**config.mk**
```make
export PLATFORM = sky130hd
export DESIGN_NAME = conv_mem_bridge
export DESIGN_NICKNAME = d
export VERILOG_FILES = /design/src/rtl/conv_mem_bridge.sv
export SDC_FILE = /design/constraint.sdc
export NUM_CORES = 1
export LEC_CHECK = 0
export CORE_MARGIN = 2
export CORE_UTILIZATION = 35
export CTS_CLUSTER_SIZE = 20
export DETAILED_ROUTE_END_ITERATION = 6
export DONT_BUFFER_PORTS = 1
export PLACE_DENSITY = 0.59
export SYNTH_ARGS = -nofsm -noshare
export SYNTH_HDL_FRONTEND = slang
export SYNTH_SLANG_ARGS = --single-unit
export TNS_END_PERCENT = 100
```
**constraint.sdc**
```tcl
create_clock -name clk_i -period 2.35 [get_ports clk_i]
set_input_delay 0.1175 -clock clk_i [delete_from_list [all_inputs] [get_ports clk_i]]
set_output_delay 0.1175 -clock clk_i [all_outputs]
set_load 0.05 [all_outputs]
```
**src/rtl/conv_mem_bridge.sv**
```systemverilog
// conv_mem_bridge: single-outstanding read bridge from the convolution unit to the core data-memory port.
// Optional request timeout with stale-response discard is enabled by defining CONV_BRIDGE_TIMEOUT_EN.
module conv_mem_bridge #(
    parameter int TIMEOUT_CYCLES = 255
) (
    input  logic        clk_i,
    input  logic        rst_i,
    input  logic        req_rd_i,
    input  logic [31:0] req_addr_i,
    output logic        req_ack_o,
    output logic [31:0] req_data_o,
    output logic        req_error_o,
    output logic        dmem_rd_o,
    output logic [31:0] dmem_addr_o,
    input  logic        dmem_accept_i,
    input  logic        dmem_ack_i,
    input  logic [31:0] dmem_data_i,
    input  logic        dmem_error_i,
    output logic        busy_o,
    output logic [15:0] reads_o
);

    // state | meaning
    // IDLE  | waiting for req_rd_i; address latched on acceptance
    // ISSUE | dmem_rd_o held until the memory accepts
    // WAIT  | read accepted, waiting for dmem_ack_i
    // RESP  | one-cycle req_ack_o pulse, then back to IDLE
    typedef enum logic [1:0] {
        IDLE  = 2'd0,
        ISSUE = 2'd1,
        WAIT  = 2'd2,
        RESP  = 2'd3
    } state_t;

    state_t      state_q, state_d;
    logic [31:0] addr_q;
    logic [31:0] data_q;
    logic        err_q;
    logic [15:0] reads_q;
    logic        misaligned;
    logic        req_take;
    logic        tmo_hit;
    logic        stale_q;

    assign misaligned = (req_addr_i[1:0] != 2'b00);
    assign req_take   = (state_q == IDLE) && req_rd_i && !stale_q;

`ifdef CONV_BRIDGE_TIMEOUT_EN
    localparam int TW = (TIMEOUT_CYCLES > 1) ? $clog2(TIMEOUT_CYCLES) : 1;
    logic [TW-1:0] tmo_cnt_q;

    assign tmo_hit = ((state_q == ISSUE) || (state_q == WAIT)) &&
                     (tmo_cnt_q == TW'(TIMEOUT_CYCLES - 1));

    always_ff @(posedge clk_i or posedge rst_i) begin
        if (rst_i) begin
            tmo_cnt_q <= '0;
        end else if (req_take) begin
            tmo_cnt_q <= '0;
        end else if (((state_q == ISSUE) || (state_q == WAIT)) && !tmo_hit) begin
            tmo_cnt_q <= tmo_cnt_q + 1'b1;
        end
    end

    // A timeout in WAIT leaves a read outstanding at the memory; its late ack must be swallowed.
    always_ff @(posedge clk_i or posedge rst_i) begin
        if (rst_i) begin
            stale_q <= 1'b0;
        end else if (stale_q && dmem_ack_i) begin
            stale_q <= 1'b0;
        end else if ((state_q == WAIT) && tmo_hit && !dmem_ack_i) begin
            stale_q <= 1'b1;
        end
    end
`else
    logic unused_tmo;
    assign unused_tmo = (TIMEOUT_CYCLES != 0);
    assign tmo_hit    = 1'b0;
    assign stale_q    = 1'b0;
`endif

    always_ff @(posedge clk_i or posedge rst_i) begin
        if (rst_i) begin
            state_q <= IDLE;
        end else begin
            state_q <= state_d;
        end
    end

    always_comb begin
        state_d = state_q;
        case (state_q)
            IDLE: begin
                if (req_take) begin
                    state_d = misaligned ? RESP : ISSUE;
                end
            end
            ISSUE: begin
                if (dmem_accept_i) begin
                    state_d = WAIT;
                end else if (tmo_hit) begin
                    state_d = RESP;
                end
            end
            WAIT: begin
                if (dmem_ack_i || tmo_hit) begin
                    state_d = RESP;
                end
            end
            RESP:    state_d = IDLE;
            default: state_d = IDLE;
        endcase
    end

    always_comb begin
        dmem_rd_o   = 1'b0;
        dmem_addr_o = '0;
        req_ack_o   = 1'b0;
        req_error_o = 1'b0;
        req_data_o  = '0;
        case (state_q)
            ISSUE: begin
                dmem_rd_o   = 1'b1;
                dmem_addr_o = {addr_q[31:2], 2'b00};
            end
            RESP: begin
                req_ack_o   = 1'b1;
                req_error_o = err_q;
                req_data_o  = err_q ? 32'h0 : data_q;
            end
            default: ;
        endcase
    end

    assign busy_o  = (state_q != IDLE);
    assign reads_o = reads_q;

    always_ff @(posedge clk_i or posedge rst_i) begin
        if (rst_i) begin
            addr_q  <= '0;
            data_q  <= '0;
            err_q   <= 1'b0;
            reads_q <= '0;
        end else begin
            case (state_q)
                IDLE: begin
                    if (req_take) begin
                        addr_q <= req_addr_i;
                        err_q  <= misaligned;
                        data_q <= '0;
                    end
                end
                ISSUE: begin
                    if (!dmem_accept_i && tmo_hit) begin
                        err_q <= 1'b1;
                    end
                end
                WAIT: begin
                    if (dmem_ack_i) begin
                        data_q <= dmem_data_i;
                        err_q  <= dmem_error_i;
                    end else if (tmo_hit) begin
                        err_q <= 1'b1;
                    end
                end
                RESP: begin
                    if (!err_q && (reads_q != 16'hFFFF)) begin
                        reads_q <= reads_q + 16'd1;
                    end
                end
                default: ;
            endcase
        end
    end

endmodule

```
---- Yosys cells after proc, flatten, opt, wreduce, memory -nomap -nowiden ----
Index checks and enable logic that the tools add are counted.
operators by class
  $add $sub $neg .......................... 1
  equality and inequality tests ........... 7
  multiplexer cells ....................... 17
  reductions and logical operators ........ 11
operators with widths
  kind                                                                   count
  32-bit 2-to-1 mux                                                      5
  32-bit case mux with 2 select lines                                    1
  16-bit by 1-bit adder with 16-bit output, second input constant        1
  16-bit inequality test, second input constant                          1
  2-bit 2-to-1 mux                                                       4
  2-bit case mux with 4 select lines                                     1
  2-bit inequality test, second input constant                           3
  3-bit AND reduction                                                    2
  2-bit nonzero test                                                     3
  1-bit 2-to-1 mux                                                       5
  2-bit equality test, second input constant                             2
  2-bit AND reduction                                                    2
  2-bit by 1-bit equality test with 1-bit output, second input constant  1
  1-bit logical AND                                                      2
  2-bit logical NOT                                                      1
  1-bit case mux with 2 select lines                                     1
  1-bit logical NOT                                                      1
storage, ports and cells
  register bits after elaboration ......... 83
  bits of input ports ..................... 70
  output and inout port bits .............. 84
  logic and storage cells ................. 41

---- Logic depth before layout (Yosys ltp) ----
Gate-level depths: netlist of run 1.
  depth after elaboration ................. 4
  gate-level depth with buffers ........... 7
  mapped depth without buffers ............ 6

---- Worst setup path before layout of run 1 ----
OpenSTA, ideal clock, no wires.
  kind .................................... register to register
  from .................................... reg state_q[0]
  to ...................................... reg reads_q[9] (netlist: reads_o[9])
  setup time .............................. 0.125 ns
  data arrival time ....................... 1.989 ns
  required time ........................... 2.225 ns
  setup slack ............................. 0.236 ns
  stages on the path, launching flop included .. 6
  buffers on the path ..................... 0
  period minus slack after synthesis ...... 2.114 ns
  cell sequence ........................... dfrtp_1 > ha_1 > nand2b_1 > or3_1 > nor2_1 > mux2_2
between the ends
  longest elaborated chain between the ends .. 2
ends and longest elaborated chain
  item                           line  text
  start: declaration             35    state_t state_q, state_d;
  start signal: assignment       86    state_q <= state_d;
  2-bit equality test            145   case (state_q)
  2-bit AND reduction (no line)  --
  end signal: assignment         168   reads_q <= reads_q + 16'd1;
  end: declaration               39    logic [15:0] reads_q;
Every way passes these cells.
A chain may end at the register's enable or synchronous reset.

---- Final worst setup path of run 1 ----
  from .................................... reg state_q[0]
  to ...................................... reg data_q[25]
between the ends
  longest elaborated chain between the ends .. 4
  elaborated cells between the ends (all ways) .. 8
  classes of those cells .................. 3 x eq/ne; 1 x mux; 4 x reduce/logical
ends and longest elaborated chain
  item                             line     text
  2-bit logical NOT                46, 145
  1-bit logical AND                46       assign req_take = (state_q == IDLE) && req_rd_i && !stale_q;
  2-bit inequality test (no line)  --
  3-bit AND reduction (no line)    --
  end signal: assignment           160      data_q <= dmem_data_i;
  end: declaration                 37       logic [31:0] data_q;
Several ways; a longest one is shown, not always the timed one.

==> results by group, run 1 <==
Critical path
  – Worst flop-to-flop path endpoint: data_q[25]
  – Crit path to: data_q[25]
  – Arrival time of the worst setup path: 2.44 ns
  – Worst setup SP type: flip-flop
  – Worst endpoint required time: 2.62 ns
  – Worst Reg2Reg Path Length in Cells: 5
  – Critical Path Sink Type: flip-flop
  – Critical path class: reg2reg
  – R2r startpoint: state_q[0]
  – Crit Path Max Fanout: 32
  – CP startpoint: state_q[0]
  – Slowest CP cell: and3_1
  – Largest stage delay, worst path: 0.95 ns
  – Crit-path cells: inv_1 > ha_1 > nand2b_1 > and3_1 > a22o_1
  – Flop2flop setup slack: 0.18 ns

Power
  – Leak: 2.657 nW
  – Int Pwr: 4.018 mW
  – Flop pwr share: 33.7%
  – Combinational power share: 50.6%
  – P per Cell Area: 1203 nW/um^2
  – Max IR drop VDD: 0.0007301 V
  – Tot Pwr: 6.941 mW
  – Switching power: 2.923 mW
  – Clock Power Share: 15.7%
  – Switching share of total power: 42.11%

STA
  – RSZ-0062 raised after global routing: no
  – Slew margin rel.: 21.88%
  – Setup violators final: 0
  – Hold slack final: 0.08994 ns
  – Worst Tran Pin Value: 1.172 ns
  – Fmax: 461.5 MHz
  – Hold Vio Cnt, Final: 0
  – Setup_tns: 0 ns
  – Crit share post-route: 92.21%
  – Pins Over Slew Limit: 0
  – Final Skew: 0.009659 ns
  – Final Critical Period: 2.167 ns

Place
  – Area after DPL: 4916 um^2
  – # port buffers: 0
  – Gpl congestion: 0.7979
  – DP Wirelength: 6.645 mm

Layout
  – Cell area after layout: 5768 um^2
  – Layout overhead on the synthesized area: 54.34%
  – # nets final: 533
  – Layout cells sized above 1: 29.72%

Global route
  – Total track usage: 17.19%
  – First-pass GRT wire length: 15.44 mm
  – Vias in the first global route: 3,095
  – Initial antenna violation count: 0
  – Pin count of the biggest net entering global routing: 54
  – GRT Residual Overflow: 0

CTS
  – Clock latency on the worst-skew pair: 0.34 ns
  – CTS sink count: 81
  – Root Driver: clkbuf_8
  – Hold Buf Count CTS: 64
  – CTS tree: built
  – TritonCTS buffer count: 9
  – Post-CTS sizing: 0
  – Clock slew at reported path FFs: 0.08 ns
  – Post-CTS Setup Inserts: 0
  – H-tree depth: 3
  – Worst-case clock buffer depth: 2

Drt
  – Starting DRT DRC Count: 111
  – WL final: 9.743 mm
  – Via count: 2,944
  – Routed Antenna Nets: 0
  – Wire length per cell: 16.29 um
  – Vias/cell: 4.923
  – 1st-pass router iterations: 4
  – Drt drc: 0

Die
  – Core Area: 10,320 um^2
  – Initial core utilization: 36.20%
  – Top Ports: 154
  – Die area: 11,520 um^2
  – Die Span Y: 107.3 um
  – Cell row count: 37
  – Chip Width: 107.3 um

Synth
  – Synth top cells by count: dfrtp_1 (81), and2_1 (64), a22o_1 (32)
  – Mean Syn Cell Area: 11.90 um^2
  – Dominant synthesized flop cell: dfrtp_1
  – Post-synthesis sequential area ratio: 54.24%
  – Synthesis Warnings: 0
  – Cells after Synth: 314
  – Yosys cell types: 32
  – FF+latch count, synth: 81
  – Synth top area share: 54.24%
  – Synth area leaders: dfrtp_1 (54%), and2_1 (11%), mux2_2 (9.3%)
  – Post-synth ARST share: 100.0%
  – Dominant cell type by area after synthesis: dfrtp_1
  – Most frequent cell after synthesis: dfrtp_1
  – Post-synth EDFFs: 0
  – Synthesized area: 3737 um^2

Run status
  – Outcome: complete, no violations

Job
  – Max-cap viol count: 0

Hold path
  – Worst Hold Class: in2reg
sequential cells by signal, indices dropped and copies added (netlist names):
| signal | cells |
|---|---|
| state_q | 2 |
| reads_o | 16 |
| err_q | 1 |
| addr_q | 30 |
| data_q | 32 |
placed cells by master, fill, tap and decap left out, drive strengths merged, types with 2 or more instances in the layout:
| cell type | Yosys | layout |
|---|---|---|
| buf | 2 | 85 |
| dfrtp | 81 | 81 |
| and2 | 64 | 64 |
| dlygate4sd3 | 0 | 64 |
| a22o | 32 | 32 |
| mux2 | 32 | 32 |
| nor2 | 11 | 11 |
| clkbuf | 16 | 10 |
| nand2 | 8 | 8 |
| nand3 | 7 | 7 |
| xor2 | 6 | 6 |
| a21oi | 6 | 6 |
| ha | 6 | 6 |
| o21ai | 5 | 5 |
| nand2b | 4 | 4 |
| and3 | 4 | 4 |
| xnor2 | 4 | 4 |
| nand4 | 4 | 4 |
| nor3 | 3 | 3 |
| o211ai | 3 | 3 |
| inv | 4 | 3 |
| nor4 | 3 | 3 |
| clkinv | 0 | 3 |
| and4 | 2 | 2 |
| o2111a | 2 | 2 |
| conb | 1 | 2 |
| bufinv | 0 | 2 |
stage by stage:
step | setup slack, ns | cells | util [%]
final | 0.1831 | 598 | 55.87
after CTS | 0.2018 | 597 | 55.85
after global routing | 0.02868 | 597 | 55.85
after floorplan | 0.1524 | 315 | -
after global placement | 0.3532 | 518 | 47.62
after detailed placement | 0.2342 | 518 | 47.62
power by group through the flow:
stage / clock network (mW) / registers [mW] / logic [mW]
CTS: 1.13 / 2.34 / 3.53
global placement: 0 / 2.32 / 3.36
floorplan: 0 / 2.39 / 2.29
global route: 1.18 / 2.43 / 3.74
finish: 1.09 / 2.34 / 3.51
detailed placement: 0 / 2.35 / 3.44
cell families after synthesis:
logic type,after synthesis,synth area share [%]
AND/OR/NAND/NOR,113,18.78
flip-flops,81,54.23
AO/OA/AOI/OAI,49,10.38
multiplexers,32,9.742
buffers and inverters,22,2.410
XOR/XNOR,10,2.343
adder cells (fa/ha/maj),6,2.009
other,1,0.1003
critical path: cells and delay by family, from the launching register on:
| family | cells | cell delay [ns] |
|---|---|---|
| adders and majority gates | 1 | 0.25 |
| buffers and inverters | 1 | 0.10 |
| and+or+nand+nor | 2 | 1.07 |
| DFF | 1 | 0.39 |
| AOI/OAI and AO/OA | 1 | 0.28 |
cell type report:
class                   count  area [um^2]
diodes                      1        2.502
clock buffers              10        127.6
clock inverters             5        81.33
fillers                   870         4556
inverters                   4        16.27
multi-input cells         212         1627
flip-flops and latches     81         2027
well taps                 136        170.2
repair buffers            149         1717
worst min-delay path by stage:
stage	end	slack, ns	start	cells past startpoint
global route	state_q[1]	0.10	req_addr_i[0]	4
global placement	reads_o[11]	0.06	rst_i	1
CTS	state_q[1]	0.07	req_addr_i[0]	4
floorplan	data_q[0]	0.25	dmem_data_i[0]	1
detailed placement	reads_o[11]	0.06	rst_i	1
finish	state_q[1]	0.09	req_addr_i[0]	4
per-layer routing:
metal | vias up | part of all wire (%) | global-route usage (%)
li1 | 1375 | - | -
met1 | 1464 | 39 | 19.53
met2 | 95 | 54 | 31.10
met3 | 10 | 5.4 | 5.206
met4 | 0 | 1.4 | 4.945
met5 | - | 0 | 0
No activity file was read; power rests on OpenSTA's default activity.
==> inputs of run 2 (changes only) <==
--- a/config.mk
+++ b/config.mk
@@ -11,6 +11,7 @@
 export DETAILED_ROUTE_END_ITERATION = 6
 export DONT_BUFFER_PORTS = 1
 export PLACE_DENSITY = 0.59
+export REMOVE_ABC_BUFFERS = 1
 export SYNTH_ARGS = -nofsm -noshare
 export SYNTH_HDL_FRONTEND = slang
 export SYNTH_SLANG_ARGS = --single-unit
==> run 2 against run 1 <==
Net effect:
- maximum frequency is 2.6% lower
- non-clock buffer count unchanged
- flip-flop and latch count did not move
- worst hold slack got worse by 0.015 ns
- final area shrank 0.50%
- combinational power about the same
- register-to-register slack is essentially flat
- sequential power barely moved
- first-iteration DRC count fell by 37%
- critical path depth rose by 1
- utilization decreased by 0.28 points
- clock power barely moved
- critical endpoint is now req_data_o[9]
==> results by group, run 2 (same netlist as run 1, synthesis figures left out) <==
Run status
  – Outcome: complete, no violations

Die
  – Core Area: 10,320 um^2 (unchanged)
  – Cell row count: 37 (unchanged)
  – Chip Width: 107.3 um (unchanged)
  – Die area: 11,520 um^2 (unchanged)
  – Initial core utilization: 36.20% (unchanged)
  – Top Ports: 154 (unchanged)
  – Die Span Y: 107.3 um (unchanged)

STA
  – Worst Tran Pin Value: 1.201 ns (+0.02914 ns)
  – Pins Over Slew Limit: 0 (unchanged)
  – Fmax: 449.3 MHz (-2.6%)
  – Crit share post-route: 94.71% (+2.5 points)
  – Final Critical Period: 2.226 ns (+0.05870 ns)
  – Hold Vio Cnt, Final: 0 (unchanged)
  – Final Skew: 0.009881 ns (+0.0002225 ns)
  – RSZ-0062 raised after global routing: no
  – Hold slack final: 0.07455 ns (-0.01539 ns)
  – Setup violators final: 0 (unchanged)
  – Slew margin rel.: 19.94% (-1.9 points)
  – Setup_tns: 0 ns (unchanged)

Power
  – Leak: 2.657 nW (about the same)
  – Max IR drop VDD: 0.0005180 V (-29%)
  – P per Cell Area: 1198 nW/um^2 (-0.42%)

CTS
  – Clock slew at reported path FFs: 0.09 ns (about the same)
  – CTS sink count: 81 (unchanged)
  – CTS tree: built
  – TritonCTS buffer count: 9 (unchanged)
  – Post-CTS Setup Inserts: 0 (unchanged)
  – H-tree depth: 3 (unchanged)
  – Clock latency on the worst-skew pair: 0.35 ns (about the same)
  – Worst-case clock buffer depth: 2 (unchanged)
  – Root Driver: clkbuf_8

Drt
  – Vias/cell: 4.899 (-0.48%)
  – Starting DRT DRC Count: 70 (-37%)
  – Wire length per cell: 15.79 um (-3.1%)
  – Via count: 2,925 (-0.65%)
  – 1st-pass router iterations: 4 (unchanged)
  – Routed Antenna Nets: 0 (unchanged)
  – WL final: 9.427 mm (-3.2%)
  – Drt drc: 0 (unchanged)

Layout
  – Max reg flops: 32 (unchanged)
  – # nets final: 533 (unchanged)
  – Layout overhead on the synthesized area: 53.57%
  – Layout cells sized above 1: 29.93% (+0.22 points)
  – Top reg by flops: data_q
  – Fill count: 857 (-1.5%)
  – ANT cells: 0 (-1)
  – Most frequent cells in the layout: dfrtp_1 (81), and2_1 (64), dlygate4sd3_1 (64)
  – Most common cell after layout, fill and taps aside: dfrtp_1

Critical path
  – Critical Path Sink Type: output port
  – Critical path class: reg2out
  – Worst setup SP type: flip-flop
  – Flop2flop setup slack: 0.19 ns (about the same)
  – R2r startpoint: state_q[0]
  – Arrival time of the worst setup path: 2.11 ns (-0.33 ns)
  – Worst endpoint required time: 2.23 ns (-0.39 ns)
  – Crit Path Max Fanout: 32 (unchanged)
  – Worst flop-to-flop path endpoint: data_q[0]
  – Worst Reg2Reg Path Length in Cells: 5 (unchanged)

Place
  – # port buffers: 0 (unchanged)
  – Gpl congestion: 0.8019 (+0.50%)
  – DP Wirelength: 6.393 mm (-3.8%)

Global route
  – Vias in the first global route: 3,102 (+0.23%)
  – GRT Residual Overflow: 0 (unchanged)
  – Total track usage: 17.14% (-0.048 points)
  – Pin count of the biggest net entering global routing: 44 (-19%)
  – First-pass GRT wire length: 15.17 mm (-1.8%)
  – Initial antenna violation count: 0 (unchanged)

Hold path
  – Hold worst-path end: state_q[1]
  – Worst Hold Class: in2reg
  – Min-delay src: req_addr_i[0]
  – WHS Path Cells: 4 (unchanged)

Job
  – Max-cap viol count: 0 (unchanged)
==> run 2: worst max path at each step <==
| stage | from | to | slack, ns | cells after the start |
|---|---|---|---|---|
| 6_report | state_q[0] | req_data_o[9] | 0.12 | 6 |
| 5_1_grt | state_q[0] | req_data_o[9] | 0.003 | 6 |
| 4_1_cts | state_q[0] | req_data_o[17] | 0.10 | 6 |
| 3_5_place_dp | state_q[0] | data_q[10] | 0.22 | 5 |
| 3_3_place_gp | state_q[0] | data_q[16] | 0.30 | 5 |
| 2_1_floorplan | state_q[0] | err_q | -0.02 | 4 |
==> run 2: final cells by class <==
cell class	count	area (um^2)	share of cell area (%)
Clock inverter	6	83.83	1.461
Tap cell	136	170.2	2.965
Timing Repair Buffer	149	1692	29.47
Clock buffer	9	123.9	2.158
Multi-Input combinational cell	212	1627	28.34
Sequential cell	81	2027	35.32
Inverter	4	16.27	0.2834
==> run 2: report_power, final <==
| part | switching (mW) | internal (mW) |
|---|---|---|
| registers | 0.308 | 2.00 |
| clock network | 0.498 | 0.589 |
| logic | 2.09 | 1.39 |
==> run 2: repair_timing <==
action                    in CTS  in global routing
hold buffers                  64                  0
gates resized for setup        0                  0
hold endpoints to repair     101                  0
==> run 2: worst max-delay path, stage by stage (launching register included) <==
cell,delay (ns)
dfrtp_1,0.38
ha_1,0.23
buf_4,0.24
nor2b_2,0.19
buf_4,0.29
and2_1,0.25
buf_12,0.15
==> run 2: routing by layer <==
metal / up-vias / part of all wire [%] / track usage [%]
li1: 1373 / - / -
met1: 1434 / 40 / 19.73
met2: 100 / 50 / 28.48
met3: 18 / 7.7 / 6.053
met4: 0 / 2.2 / 8.150
met5: - / 0 / 0
==> run 2: stage by stage <==
step	area [um^2]	total power [mW]	util [%]	std cells	worst slack (ns)
after floorplan	3666	4.622	-	297	-0.01984
after global placement	4891	5.657	47.38	518	0.3031
after detailed placement	4891	5.747	47.38	518	0.2156
after CTS	5739	6.948	55.59	597	0.1050
after global routing	5739	7.287	55.59	597	0.002869
final	5739	6.877	55.59	597	0.1244
==> inputs of run 3 (changes only) <==
--- a/config.mk
+++ b/config.mk
@@ -5,12 +5,14 @@
 export SDC_FILE = /design/constraint.sdc
 export NUM_CORES = 1
 export LEC_CHECK = 0
+export CELL_PAD_IN_SITES_DETAIL_PLACEMENT = 0
+export CELL_PAD_IN_SITES_GLOBAL_PLACEMENT = 2
 export CORE_MARGIN = 2
 export CORE_UTILIZATION = 35
 export CTS_CLUSTER_SIZE = 20
 export DETAILED_ROUTE_END_ITERATION = 6
 export DONT_BUFFER_PORTS = 1
-export PLACE_DENSITY = 0.59
+export PLACE_DENSITY = 0.83
 export REMOVE_ABC_BUFFERS = 1
 export SYNTH_ARGS = -nofsm -noshare
 export SYNTH_HDL_FRONTEND = slang
==> run 3 against run 2 <==
Net effect:
- die area unchanged
- utilization decreased by 3.6 points
- clock skew decreased by 0.0033 ns
- largest power group unchanged
- clock-buffer cell count increased by 2
- critical endpoint is now req_data_o[27]
- sequential power about the same
==> results by group, run 3 (same netlist as run 1, synthesis figures left out) <==
Critical path
  – Worst setup SP type: flip-flop
  – Crit-path leading delay family: buffers and inverters
  – CP startpoint: state_q[0]
  – Crit Path Max Fanout: 31 (-3.1%)
  – R2r startpoint: state_q[0]
  – Worst endpoint required time: 2.23 ns (about the same)
  – Most common cell on crit path: buf_4
  – Crit-path cells: ha_1 > nor2b_2 > buf_4 > and2_1 > buf_4
  – Critical Path Sink Type: output port
  – Largest stage delay, worst path: 0.39 ns (about the same)
  – Crit path buffers/inverters: 2 (-1)
  – Critical path class: reg2out
  – Slowest CP cell: dfrtp_1
  – Arrival time of the worst setup path: 1.88 ns (-0.23 ns)

STA
  – RSZ-0062 raised after global routing: no
  – Setup_tns: 0 ns (unchanged)
  – Final Critical Period: 1.998 ns (-0.2278 ns)
  – Crit share post-route: 85.01% (-9.7 points)
  – Setup violators final: 0 (unchanged)
  – Slew margin rel.: 58.14% (+38 points)
  – Fmax: 500.6 MHz (+11%)
  – Final Skew: 0.006629 ns (-0.003252 ns)
  – Hold Vio Cnt, Final: 0 (unchanged)
  – Pins Over Slew Limit: 0 (unchanged)
  – Worst Tran Pin Value: 0.6279 ns (-0.5730 ns)

CTS
  – Root Driver: clkbuf_8
  – H-tree depth: 3 (unchanged)
  – Clock latency on the worst-skew pair: 0.35 ns (about the same)
  – CTS sink count: 81 (unchanged)
  – Clock slew at reported path FFs: 0.08 ns (about the same)
  – Worst-case clock buffer depth: 2 (unchanged)
  – TritonCTS buffer count: 9 (unchanged)
  – CTS tree: built

Layout
  – Layout overhead on the synthesized area: 43.52%
  – Max reg flops: 32 (unchanged)
  – ANT cells: 0 (unchanged)
  – Most frequent cells in the layout: buf_4 (85), dfrtp_1 (81), and2_1 (64), dlygate4sd3_1 (64), a22o_1 (32)
  – Layout cells sized above 1: 30.09% (+0.15 points)
  – Multi-input gate area in the final layout: 1628 um^2 (about the same)
  – Core Util, Final: 51.96% (-3.6 points)
  – Storage cell area: 2027 um^2 (unchanged)
  – Top reg by flops: data_q
  – Fill count: 856 (-0.12%)
  – # nets final: 533 (unchanged)
  – Most common cell after layout, fill and taps aside: buf_4

Power
  – Max IR drop VDD: 0.0005476 V (+5.7%)
  – Leak: 2.574 nW (-3.1%)
  – P per Cell Area: 1280 nW/um^2 (+6.8%)

Drt
  – Routed Antenna Nets: 0 (unchanged)
  – WL final: 9.670 mm (+2.6%)
  – Vias/cell: 4.863 (-0.75%)
  – Via count: 2,908 (-0.58%)
  – Drt drc: 0 (unchanged)
  – Wire length per cell: 16.17 um (+2.4%)
  – 1st-pass router iterations: 4 (unchanged)
  – Starting DRT DRC Count: 156 (+120%)

Global route
  – Initial antenna violation count: 0 (unchanged)
  – GRT Residual Overflow: 0 (unchanged)
  – First-pass GRT wire length: 15.53 mm (+2.4%)
  – Total track usage: 17.26% (+0.12 points)
  – Pin count of the biggest net entering global routing: 35 (-20%)
  – Vias in the first global route: 3,052 (-1.6%)

Die
  – Core Area: 10,320 um^2 (unchanged)
  – Chip Width: 107.3 um (unchanged)
  – Die Span Y: 107.3 um (unchanged)
  – Die area: 11,520 um^2 (unchanged)
  – Cell row count: 37 (unchanged)
  – Initial core utilization: 36.20% (unchanged)
  – Top Ports: 154 (unchanged)

Job
  – Max-cap viol count: 0 (unchanged)

Run status
  – Outcome: complete, no violations

Hold path
  – Min-delay src: req_addr_i[0]
  – Worst Hold Class: in2reg

Place
  – DP Wirelength: 6.209 mm (-2.9%)
  – # port buffers: 0 (unchanged)
  – Gpl congestion: 0.7911 (-1.3%)
-- run 3: repair_timing --
action                     4_1_cts  5_1_grt
hold buffers                    64        0
hold endpoints to repair        94        0
setup endpoints to repair        0       19
gates resized for setup          0        1
setup buffers                    0        0
-- run 3: per-stage QoR --
stage	instance area (um^2)	instances	power [mW]	hold WS (ns)	setup WS (ns)
final	5364	598	6.864	0.06285	0.3522
after global routing	5364	598	7.260	0.08653	0.2181
after CTS	5363	598	6.916	0.03740	0.1734
after detailed placement	4478	518	5.552	0.07637	0.1935
after global placement	4478	518	5.465	0.07002	0.2822
after floorplan	3666	297	4.622	0.2502	-0.01984
-- run 3: final timing paths --
kind	end	slack (ns)	cells past startpoint
setup / recovery	req_data_o[27]	0.35	5
hold / removal	state_q[1]	0.06	4
setup reg to reg	reads_o[9]	0.49	5
hold reg to reg	addr_q[10]	0.50	1
max in group asynchronous	data_q[25]	1.28	3
min in group asynchronous	addr_q[31]	0.28	2
-- run 3: power by group --
part / switching, mW / total, mW / internal, mW
Clock: 0.512 / 1.25 / 0.734
Sequential: 0.324 / 2.33 / 2.00
Combinational: 2.06 / 3.29 / 1.23
-- run 3: worst register-to-register path, stage by stage (launching register included) --
cell and delay [ns]:
dfrtp_1 0.39, ha_1 0.23, nand2b_1 0.23, or3_1 0.45
nor2_1 0.12, mux2_2 0.34
-- run 3: final cells by class --
cell class / count / area share (%)
clock buffers: 11 / 2.636
multi-input cells: 212 / 30.35
flip-flops and latches: 81 / 37.79
inverters: 4 / 0.3032
well taps: 136 / 3.172
clock inverters: 5 / 1.913
repair buffers: 149 / 23.84
-- run 3: metal layers --
| metal | wire length (um) | track usage [%] | vias to the layer above |
|---|---|---|---|
| met5 | 0 | 0 | - |
| met4 | 316 | 8.974 | 0 |
| met3 | 406 | 2.906 | 23 |
| met2 | 4920 | 28.93 | 86 |
| met1 | 4026 | 21.36 | 1423 |
| li1 | - | - | 1376 |
